==> config.mk <==
export PLATFORM = sky130hd
export DESIGN_NAME = wb_master_bridge
export DESIGN_NICKNAME = d
export VERILOG_FILES = /design/src/rtl/wb_master_bridge.sv
export SDC_FILE = /design/constraint.sdc
export NUM_CORES = 1
export LEC_CHECK = 0
export ABC_AREA = 0
export ABC_CLOCK_PERIOD_IN_PS = 1600
export BUFFER_PORTS_ARGS = -buffer_cell sky130_fd_sc_hd__buf_2
export CAP_MARGIN = 20
export CORE_ASPECT_RATIO = 1.25
export CORE_UTILIZATION = 40
export DETAILED_ROUTE_END_ITERATION = 12
export PLACE_DENSITY = 0.76
export RECOVER_POWER = 25
export SYNTH_ARGS = -nofsm -noshare
export SYNTH_HDL_FRONTEND = slang
export SYNTH_SLANG_ARGS = --single-unit
==> constraint.sdc <==
create_clock -name wb_clk_i -period 1.6 [get_ports wb_clk_i]
set_input_delay 0.48 -clock wb_clk_i [delete_from_list [all_inputs] [get_ports wb_clk_i]]
set_output_delay 0.48 -clock wb_clk_i [all_outputs]
set_load 0.005 [all_outputs]
==> src/rtl/wb_master_bridge.sv <==
// wb_master_bridge: Wishbone classic single-transfer initiator.
// Takes one read/write command over valid/ready, runs one bus cycle with a
// stb timeout, and returns read data or a timeout error over valid/ready.
module wb_master_bridge #(
   parameter int unsigned TIMEOUT = 255
) (
   input  logic        wb_clk_i,
   input  logic        wb_rst_i,
   // command channel
   input  logic        cmd_valid,
   output logic        cmd_ready,
   input  logic        cmd_we,
   input  logic [31:0] cmd_adr,
   input  logic [31:0] cmd_dat,
   input  logic [3:0]  cmd_sel,
   // response channel
   output logic        rsp_valid,
   input  logic        rsp_ready,
   output logic [31:0] rsp_dat,
   output logic        rsp_err,
   output logic [7:0]  err_count,
   // Wishbone initiator port
   output logic        wbm_cyc_o,
   output logic        wbm_stb_o,
   output logic        wbm_we_o,
   output logic [3:0]  wbm_sel_o,
   output logic [31:0] wbm_adr_o,
   output logic [31:0] wbm_dat_o,
   input  logic [31:0] wbm_dat_i,
   input  logic        wbm_ack_i
);

   typedef enum logic [1:0] {IDLE, BUS, RESP} state_t;

   // Timer value seen on the edge that ends the TIMEOUT-th stb cycle.
   localparam logic [15:0] TMO_LAST = 16'(TIMEOUT - 1);

   state_t      state_q, state_d;
   logic [15:0] timer_q, timer_d;
   logic        cyc_q, cyc_d;
   logic        stb_q, stb_d;
   logic        we_q, we_d;
   logic [3:0]  sel_q, sel_d;
   logic [31:0] adr_q, adr_d;
   logic [31:0] wdat_q, wdat_d;
   logic        rsp_valid_q, rsp_valid_d;
   logic        rsp_err_q, rsp_err_d;
   logic [31:0] rsp_dat_q, rsp_dat_d;
   logic [7:0]  err_count_q, err_count_d;

   assign cmd_ready = (state_q == IDLE) & ~wb_rst_i;

   assign wbm_cyc_o = cyc_q;
   assign wbm_stb_o = stb_q;
   assign wbm_we_o  = we_q;
   assign wbm_sel_o = sel_q;
   assign wbm_adr_o = adr_q;
   assign wbm_dat_o = wdat_q;
   assign rsp_valid = rsp_valid_q;
   assign rsp_err   = rsp_err_q;
   assign rsp_dat   = rsp_dat_q;
   assign err_count = err_count_q;

   // Next-state and next-output logic; everything holds unless a state acts.
   always_comb begin
      state_d     = state_q;
      timer_d     = timer_q;
      cyc_d       = cyc_q;
      stb_d       = stb_q;
      we_d        = we_q;
      sel_d       = sel_q;
      adr_d       = adr_q;
      wdat_d      = wdat_q;
      rsp_valid_d = rsp_valid_q;
      rsp_err_d   = rsp_err_q;
      rsp_dat_d   = rsp_dat_q;
      err_count_d = err_count_q;

      unique case (state_q)
         IDLE: begin
            if (cmd_valid && cmd_ready) begin
               cyc_d   = 1'b1;
               stb_d   = 1'b1;
               we_d    = cmd_we;
               sel_d   = cmd_sel;
               adr_d   = cmd_adr;
               wdat_d  = cmd_we ? cmd_dat : 32'd0;
               timer_d = 16'd0;
               state_d = BUS;
            end
         end
         BUS: begin
            // Ack is checked first so a same-edge ack beats the timeout.
            if (wbm_ack_i) begin
               cyc_d       = 1'b0;
               stb_d       = 1'b0;
               we_d        = 1'b0;
               rsp_dat_d   = we_q ? 32'd0 : wbm_dat_i;
               rsp_err_d   = 1'b0;
               rsp_valid_d = 1'b1;
               state_d     = RESP;
            end else if (timer_q == TMO_LAST) begin
               cyc_d       = 1'b0;
               stb_d       = 1'b0;
               we_d        = 1'b0;
               rsp_dat_d   = 32'd0;
               rsp_err_d   = 1'b1;
               rsp_valid_d = 1'b1;
               if (err_count_q != 8'hFF) begin
                  err_count_d = err_count_q + 8'd1;
               end
               state_d     = RESP;
            end else begin
               timer_d = timer_q + 16'd1;
            end
         end
         RESP: begin
            // Late acks from the slave land here and are ignored.
            if (rsp_ready) begin
               rsp_valid_d = 1'b0;
               rsp_err_d   = 1'b0;
               state_d     = IDLE;
            end
         end
         default: state_d = IDLE;
      endcase
   end

   // State and output registers with synchronous reset.
   always_ff @(posedge wb_clk_i) begin
      if (wb_rst_i) begin
         state_q     <= IDLE;
         timer_q     <= 16'd0;
         cyc_q       <= 1'b0;
         stb_q       <= 1'b0;
         we_q        <= 1'b0;
         sel_q       <= 4'd0;
         adr_q       <= 32'd0;
         wdat_q      <= 32'd0;
         rsp_valid_q <= 1'b0;
         rsp_err_q   <= 1'b0;
         rsp_dat_q   <= 32'd0;
         err_count_q <= 8'd0;
      end else begin
         state_q     <= state_d;
         timer_q     <= timer_d;
         cyc_q       <= cyc_d;
         stb_q       <= stb_d;
         we_q        <= we_d;
         sel_q       <= sel_d;
         adr_q       <= adr_d;
         wdat_q      <= wdat_d;
         rsp_valid_q <= rsp_valid_d;
         rsp_err_q   <= rsp_err_d;
         rsp_dat_q   <= rsp_dat_d;
         err_count_q <= err_count_d;
      end
   end

endmodule

### Word level (Yosys, flattened, before mapping)

Index checks and enable logic that the tools add are counted.

* register bits: 130
* input port bits: 106
* output and inout bits: 114
* logic and storage cells: 62

* add/sub/neg operators: 2
* equal/unequal tests: 9
* muxes and demuxes: 25
* bitwise operators: 3
* reductions and logical operators: 12

Operator list (number)
* two-way mux 32 bit: 4
* two-way mux 16 bit: 3
* one-hot mux 16 bit (2 select lines): 1
* adder 16 x 1 -> 16 bit, second input constant: 1
* == test 16 x 8 -> 1 bit, second input constant: 1
* AND reduction 3 bit: 3
* adder 8 x 1 -> 8 bit, second input constant: 1
* two-way mux 1 bit: 8
* two-way mux 2 bit: 4
* inequality test 8 bit, second input constant: 1
* one-hot mux 1 bit (2 select lines): 4
* AND reduction 4 bit: 2
* inequality test 2 bit, second input constant: 3
* one-hot mux 2 bit (3 select lines): 1
* nonzero test 2 bit: 3
* AND reduction 2 bit: 2
* inequality test 3 bit, second input constant: 1
* == test 2 x 1 -> 1 bit, second input constant: 1
* == test 2 bit, second input constant: 1
* logical NOT 2 bit: 1
* inequality test 2 x 1 -> 1 bit, second input constant: 1
* inverter 1 bit: 2
* AND 1 bit: 1
* logical AND 1 bit: 1

### Logic depth before layout (Yosys ltp)

Gate-level depths: netlist of the first run.

* depth in word-level cells: 5
* mapped depth: 9

### Worst setup path after synthesis of the first run

Ideal clock, no wire load.

* path kind: flip-flop to flip-flop
* from: reg timer_q[0]
* to: reg rsp_dat_q[10], in the netlist rsp_dat[10]
* library setup time: 128 ps
* arrival time: 1630 ps
* slack: -158 ps
* stages on the path, launching flop included: 10
* buffers on the path: 2
* path through: dfxtp_1 -> inv_1 -> ha_1 -> nor4b_4 -> a41oi_2 -> nand2b_1 -> buf_6 -> buf_6 -> a22oi_1 -> nor2_1

* word-level cells in the longest chain between the ends: 3

RTL lines
* from (decl): RTL line 39 `logic [15:0] timer_q, timer_d;`
* from (signal assigned): RTL line 146 `timer_q <= timer_d;`
* == test 16 x 8 -> 1 bit: RTL line 102 `end else if (timer_q == TMO_LAST) begin`
* nonzero test 2 bit (no source line)
* AND reduction 2 bit (no source line)
* to (signal assigned): RTL line 155 `rsp_dat_q <= rsp_dat_d;`
* to (decl): RTL line 48 `logic [31:0] rsp_dat_q, rsp_dat_d;`

No other way between the ends.
A chain may end at the register's enable or synchronous reset.

### Final worst setup path of the first run

* from: reg timer_q[0]
* to: reg timer_q[12]

* word-level cells in the longest chain between the ends: 4
* elaborated cells on any way between the ends: 7

RTL lines
* adder 16 x 1 -> 16 bit: RTL line 114 `timer_d = timer_q + 16'd1;`
* two-way mux 16 bit: RTL line 102
* two-way mux 16 bit: RTL line 94 `if (wbm_ack_i) begin`
* one-hot mux 16 bit (2 select lines): RTL line 79 `unique case (state_q)`

Several ways; a longest one is shown, not always the timed one. The select of a mux whose other input is x is not followed.

==> summary.txt, run 1 <==
Num ports: 220
Syn Inst Count: 595
Unique masters post-synth: 47
Final setup fails: 59
Rows: 45
Reg2reg end: timer_q[12]
Worst path required time: 1.92 ns
Detailed Route WL: 14.57 mm
Max VDD drop: 0.0009107 V
Clock buffer depth: 2
Final Cell Area: 0.007715 sq mm
GR Layer Usage met2: 0.4027
Largest net degree at the start of global routing: 115
M3 GR Usage: 0.05950
# DRC: 0
P_sw: 0.002076 W
Fillers: 1056
Initial DRC Count: 202
DR vias/cell: 5.059
CP Launch Type: register
Register bit total from synthesis: 130
Kind of critical path: register to register
Core box area: 0.01216 sq mm
PortBufs: 219
Worst hold path endpoint: wbm_adr_o[19]
Final Util: 0.6344
Clk slew on worst S/H paths: 0.06 ns
Post-Syn Nets: 704
Antenna violations before repair: 0
Reg2reg setup slack: -0.19 ns
CTS tree: done
Vias in the first global route: 5044
Slew @ Worst Pin: 0.5130 ns
Clock sink total: 130
Final Hold Viols: 0
Clk_lat worst skew: 0.40 ns
Cell Pwr Density: 1073 mW/mm^2
R2R Path Start: timer_q[0]
Die W: 102.0 um
Leak pwr: 3.415 nW
Area growth syn-to-layout: 54.38%
Mean Syn Cell Area: 8.399 sq um
H-tree level count: 4
Reg power frac: 0.417
Max Freq: 558.7 MHz
Most used routing layer in global routing: met2
Top_reg_cell synth: dfxtp_1
GRT Overall Usage: 0.2236
Rel. slew slack: 0.6580
Clock power share: 0.465
Chip height: 127.0 um
Crit end category: register
Initial core utilization: 0.4109
Register area share after synthesis: 0.5208
WP data arrival: 2.11 ns
Root buffer cell: clkbuf_16
# diodes: 0
CTS Buf Count: 17
Routed Antenna Nets: 0
Share of cells above drive strength 1: 0.4191
DRT Pass-1 Iters: 5
Hold path startpoint: cmd_adr[19]
Skew final: 0.006480 ns
Global-route wire length before repair: 22.85 mm
Placed Area: 0.006792 sq mm
Net count reported at finish: 967
Tcrit/Tclk final: 1.119
Number of synthesized flops with an enable pin: 0
FF/Latch Area: 0.002608 sq mm
YS warnings: 0
Worst-path fanout max: 4
Via count: 5236
Net Sw Frac: 0.2507
Final WS setup: -0.1900 ns
Total power: 0.008279 W
Setup TNS: -7.514 ns
GRT overflow: 0
Cell Int Power: 0.006204 W
Synthesized area: 0.004997 sq mm
DIE AREA: 0.01295 sq mm
R2R cell count: 8
RD Place Congestion: 0.8168
Unrepaired setup endpoints after global routing: yes
Hold Path Stages: 3
Hold/Removal Path Class: primary input to register
Min Tclk post-route: 1.790 ns
Area of the multi-input gates: 0.002506 sq mm
Outcome: complete, but fails checks
Max-Cap Viols: 0
Slew Limit Fails: 0
GR Layer Usage met1: 0.2365
Post-DP HPWL: 9.287 mm
Failing checks: setup timing
Gate power share: 0.119
Asr flop ratio synth: 0
Drt wl/cell: 14.07 um
[cells in the final DEF (no fill, tap or decap), types with 5 or more instances in the layout]
master	netlist	final
a21oi_1	82	81
buf_6	5	8
clkinv_4	0	5
nor2_1	53	51
a22oi_2	0	32
a31oi_1	8	8
dfxtp_1	130	126
nand4_1	5	5
xnor2_1	8	6
clkbuf_16	0	18
buf_12	0	8
buf_4	1	54
nand3_1	39	39
nand2_1	123	122
buf_2	4	193
clkbuf_1	37	26
[power by group through the flow]
stage	registers [W]	clock network, W	logic [W]
floorplan	0.00353	0	0.000451
global placement	0.00351	0	0.000912
detailed placement	0.00352	0	0.000923
CTS	0.00345	0.00392	0.000977
global route	0.00347	0.00406	0.00107
finish	0.00345	0.00385	0.000982
[synthesized netlist by cell type, drive strengths merged (4+ instances only)]
| master | count | area (sq um) |
|---|---|---|
| inv | 5 | 18.77 |
| nor2 | 53 | 198.9 |
| o21ai | 7 | 38.79 |
| xnor2 | 8 | 70.07 |
| nor3 | 7 | 40.04 |
| buf | 11 | 87.58 |
| nand3 | 39 | 195.2 |
| dfxtp | 130 | 2603 |
| a22oi | 33 | 247.7 |
| a21oi | 82 | 410.4 |
| clkbuf | 37 | 138.9 |
| a311oi | 4 | 35.03 |
| a31oi | 8 | 50.05 |
| and3 | 6 | 37.54 |
| nand2 | 123 | 461.7 |
| nand4 | 6 | 43.79 |
[metrics by stage]
| stage | hold slack, ns | std cells | setup WS, ns |
|---|---|---|---|
| 2_1_floorplan | 0.4331 | 595 | -0.09820 |
| 6_report | 0.3094 | 1035 | -0.1900 |
| 3_3_place_gp | 0.4350 | 988 | -0.09314 |
| 5_1_grt | 0.3005 | 1035 | -0.2662 |
| 3_5_place_dp | 0.4402 | 988 | -0.1300 |
| 4_1_cts | 0.2973 | 1034 | -0.1033 |
[metal layers]
metal / wire length, um / share of wire
met1: 5742 / 0.39
met3: 846 / 0.058
met2: 7544 / 0.52
met4: 432 / 0.030
met5: 0 / 0
[worst max-delay path: stages (launching register included)]
cell	delay, ns
dfxtp_2	0.33
inv_2	0.06
ha_4	0.15
nor4b_4	0.13
a41oi_2	0.26
buf_4	0.20
nand3_1	0.08
or3_1	0.34
a31oi_1	0.17
[kinds of logic after synthesis]
kind of cell,share of synthesized area
adder cells (fa/ha/maj),0.007512
flip-flops,0.5208
AO/OA/AOI/OAI,0.1815
AND/OR/NAND/NOR,0.2253
XOR/XNOR,0.01577
buffers and inverters,0.04907
[sequential cells by signal, summed over array words and instances (netlist names)]
name       flops
wbm_sel_o      4
timer_q       16
wbm_stb_o      1
rsp_valid      1
err_count      8
rsp_dat       32
state_q        2
wbm_dat_o     32
rsp_err        1
wbm_we_o       1
wbm_adr_o     32
[repair_timing]
action / in CTS / in global routing
resized for setup: 30 / 17
gates cloned: 2 / 1
pin swaps: 22 / 14
buffers inserted: 12 / 0
hold buffers: 0 / 0
endpoints found under the setup margin: 49 / 63
[final cells by class]
type | count | share of cell area
Clock inverter | 13 | 0.01962
Multi-Input combinational cell | 413 | 0.3248
Inverter | 5 | 0.002433
Clock buffer | 19 | 0.05741
Sequential cell | 130 | 0.3380
Timing Repair Buffer | 291 | 0.2311
Tap cell | 164 | 0.02660
[how the worst max path moves through the flow]
| stage | from | endpoint | slack [ns] |
|---|---|---|---|
| 2_1_floorplan | timer_q[0] | rsp_dat[10] | -0.1 |
| 3_3_place_gp | timer_q[0] | timer_q[0] | -0.09 |
| 3_5_place_dp | timer_q[0] | rsp_dat[27] | -0.13 |
| 4_1_cts | timer_q[0] | rsp_dat[27] | -0.10 |
| 5_1_grt | timer_q[0] | timer_q[14] | -0.27 |
| 6_report | timer_q[0] | timer_q[12] | -0.19 |
No activity file was read; power rests on OpenSTA's default activity.
==> run 2: changes to the inputs <==
Settings changed: RECOVER_POWER 25 to 50.
==> summary.txt, run 2 (synthesis gave the netlist of run 1 again) <==
Kind of critical path: register to register (unchanged)
Crit end category: register (unchanged)
H-tree level count: 4 (unchanged)
Slowest cell on the critical path: dfxtp_2 (was or3_1)
Rows: 45 (unchanged)
# DRC: 0 (unchanged)
Max VDD drop: 0.0009113 V (was 0.0009107 V)
Via count: 5223 (was 5236)
Clk_lat worst skew: 0.41 ns (was 0.40 ns)
Crit path cell chain: inv_2, ha_4, nor4b_4, a41oi_2, nand2b_4, clkbuf_16, a22oi_2, nor2_1 (was inv_2, ha_4, nor4b_4, a41oi_2, buf_4, nand3_1, or3_1, a31oi_1)
Detailed Route WL: 14.59 mm (was 14.57 mm)
Post-CTS Hold Buffers: 0 (unchanged)
Net count reported at finish: 967 (unchanged)
Global-route wire length before repair: 22.85 mm (unchanged)
GRT overflow: 0 (unchanged)
PortBufs: 219 (unchanged)
Clock sink total: 130 (unchanged)
Met3 WL: 834 um (was 846 um)
Skew final: 0.006641 ns (was 0.006480 ns)
Final Cell Area: 0.007672 sq mm (was 0.007715 sq mm)
Most frequent cells in the layout: buf_2 (159), dfxtp_1 (126), nand2_1 (122), a21oi_1 (81), clkbuf_1 (58) (was buf_2 (193), dfxtp_1 (126), nand2_1 (122), a21oi_1 (81), buf_4 (54))
Total power: 0.008283 W (was 0.008279 W)
# diodes: 0 (unchanged)
Drt wl/cell: 14.09 um (was 14.07 um)
Chip height: 127.0 um (unchanged)
Net Sw Frac: 0.2523 (was 0.2507)
Most common cell after layout, fill and taps aside: buf_2 (unchanged)
Cell Int Power: 0.006193 W (was 0.006204 W)
CP Launch Type: register (unchanged)
Pre-CTS setup slack: -0.1300 ns (unchanged)
Largest net degree at the start of global routing: 115 (unchanged)
Placed Area: 0.006792 sq mm (unchanged)
Failing checks: setup timing (unchanged)
DRT Pass-1 Iters: 4 (was 5)
WP data arrival: 2.06 ns (was 2.11 ns)
Die W: 102.0 um (unchanged)
Clock buffer depth: 2 (unchanged)
Worst path required time: 1.87 ns (was 1.92 ns)
Hold/Removal Path Class: primary input to register (unchanged)
Fillers: 1067 (was 1056)
Num ports: 220 (unchanged)
Area growth syn-to-layout: 53.53% (was 54.38%)
Max-Cap Viols: 0 (unchanged)
Routed Antenna Nets: 0 (unchanged)
P_sw: 0.002090 W (was 0.002076 W)
Max Freq: 558.8 MHz (was 558.7 MHz)
GRT Overall Usage: 0.2236 (unchanged)
Tcrit/Tclk final: 1.118 (was 1.119)
RD Place Congestion: 0.8168 (unchanged)
Share of cells above drive strength 1: 0.3800 (was 0.4191)
Min Tclk post-route: 1.790 ns (about the same)
Clk slew on worst S/H paths: 0.06 ns (about the same)
Initial core utilization: 0.4109 (unchanged)
Final setup fails: 59 (unchanged)
CTS Buf Count: 17 (unchanged)
Final WS setup: -0.1895 ns (was -0.1900 ns)
Post-DP HPWL: 9.287 mm (unchanged)
Final hold slack: 0.3044 ns (was 0.3094 ns)
Worst-path fanout max: 7 (was 4)
Clock power share: 0.466 (was 0.465)
Outcome: complete, but fails checks (unchanged)
Core box area: 0.01216 sq mm (unchanged)
Final Hold Viols: 0 (unchanged)
CP max stage delay: 0.32 ns (was 0.34 ns)
Slew Limit Fails: 0 (unchanged)
CTS tree: done (unchanged)
Slew @ Worst Pin: 0.5088 ns (was 0.5130 ns)
DIE AREA: 0.01295 sq mm (unchanged)
Routed met1 length: 5.722 mm (was 5.742 mm)
Antenna violations before repair: 0 (unchanged)
Unrepaired setup endpoints after global routing: yes (unchanged)
Root buffer cell: clkbuf_16 (unchanged)
Initial DRC Count: 221 (was 202)
Routed length on met2: 7.583 mm (was 7.544 mm)
Rel. slew slack: 0.6608 (was 0.6580)
Reg power frac: 0.417 (about the same)
Cell Pwr Density: 1080 mW/mm^2 (was 1073 mW/mm^2)
Top sig layer: met4 (unchanged)
Leak pwr: 3.274 nW (was 3.415 nW)
Vias in the first global route: 5044 (unchanged)
DR vias/cell: 5.046 (was 5.059)
Gate power share: 0.117 (was 0.119)
-- run 2: cell count changes in the layout (fill, tap and decap cells not counted) --
cell | previous run | this run
buf_2 | 193 | 159
buf_1 | 0 | 2
clkbuf_1 | 26 | 58
-- run 2: worst paths after layout --
kind | from | endpoint | slack [ns] | cells past startpoint
max reg2reg | timer_q[0] | rsp_dat[27] | -0.19 | 8
max | timer_q[0] | rsp_dat[27] | -0.19 | 8
min | wbm_dat_i[19] | rsp_dat[19] | 0.30 | 3
min reg2reg | wbm_dat_o[15] | wbm_dat_o[15] | 0.45 | 2
-- run 2: per-stage QoR --
step,setup TNS (ns),cells,utilization
after global placement,-3.116,988,0.5584
after global routing,-12.45,1035,0.6309
final,-7.443,1035,0.6309
after CTS,-3.187,1034,0.6290
after floorplan,-2.919,595,-
after detailed placement,-4.202,988,0.5584
-- run 2: critical path, delay by kind of cell, from the launching register on --
family,cells,cell delay (ns)
flops,1,0.32
compound gates,2,0.34
simple gates,3,0.57
fa+ha+maj,1,0.13
buf+inv,2,0.28
-- run 2: power groups by stage --
stage	logic, W	clock network [W]	registers, W
finish	0.000971	0.00386	0.00345
global placement	0.000912	0	0.00351
CTS	0.000977	0.00392	0.00345
floorplan	0.000451	0	0.00353
global route	0.00106	0.00406	0.00347
detailed placement	0.000923	0	0.00352
-- run 2: metal layers --
layer  vias up  global-route usage
li1       2596                   -
met1      2396              0.2365
met2       190              0.4027
met3        41             0.05950
met4         0              0.1076
met5         -                   0
-- run 2: cell type report --
cell class / instances / area (sq um) / area share
Clock buffer: 19 / 442.9 / 0.05773
Clock inverter: 13 / 151.4 / 0.01973
Timing Repair Buffer: 291 / 1740 / 0.2268
Tap cell: 164 / 205.2 / 0.02674
Multi-Input combinational cell: 413 / 2506 / 0.3266
Inverter: 5 / 18.77 / 0.002446
Sequential cell: 130 / 2608 / 0.3399
-- run 2: repair_timing --
| action | 4_1_cts | 5_1_grt |
|---|---|---|
| pin swaps | 22 | 14 |
| setup endpoints to repair | 49 | 63 |
| buffers inserted | 12 | 0 |
| gates resized for setup | 30 | 17 |
| gates cloned | 2 | 1 |
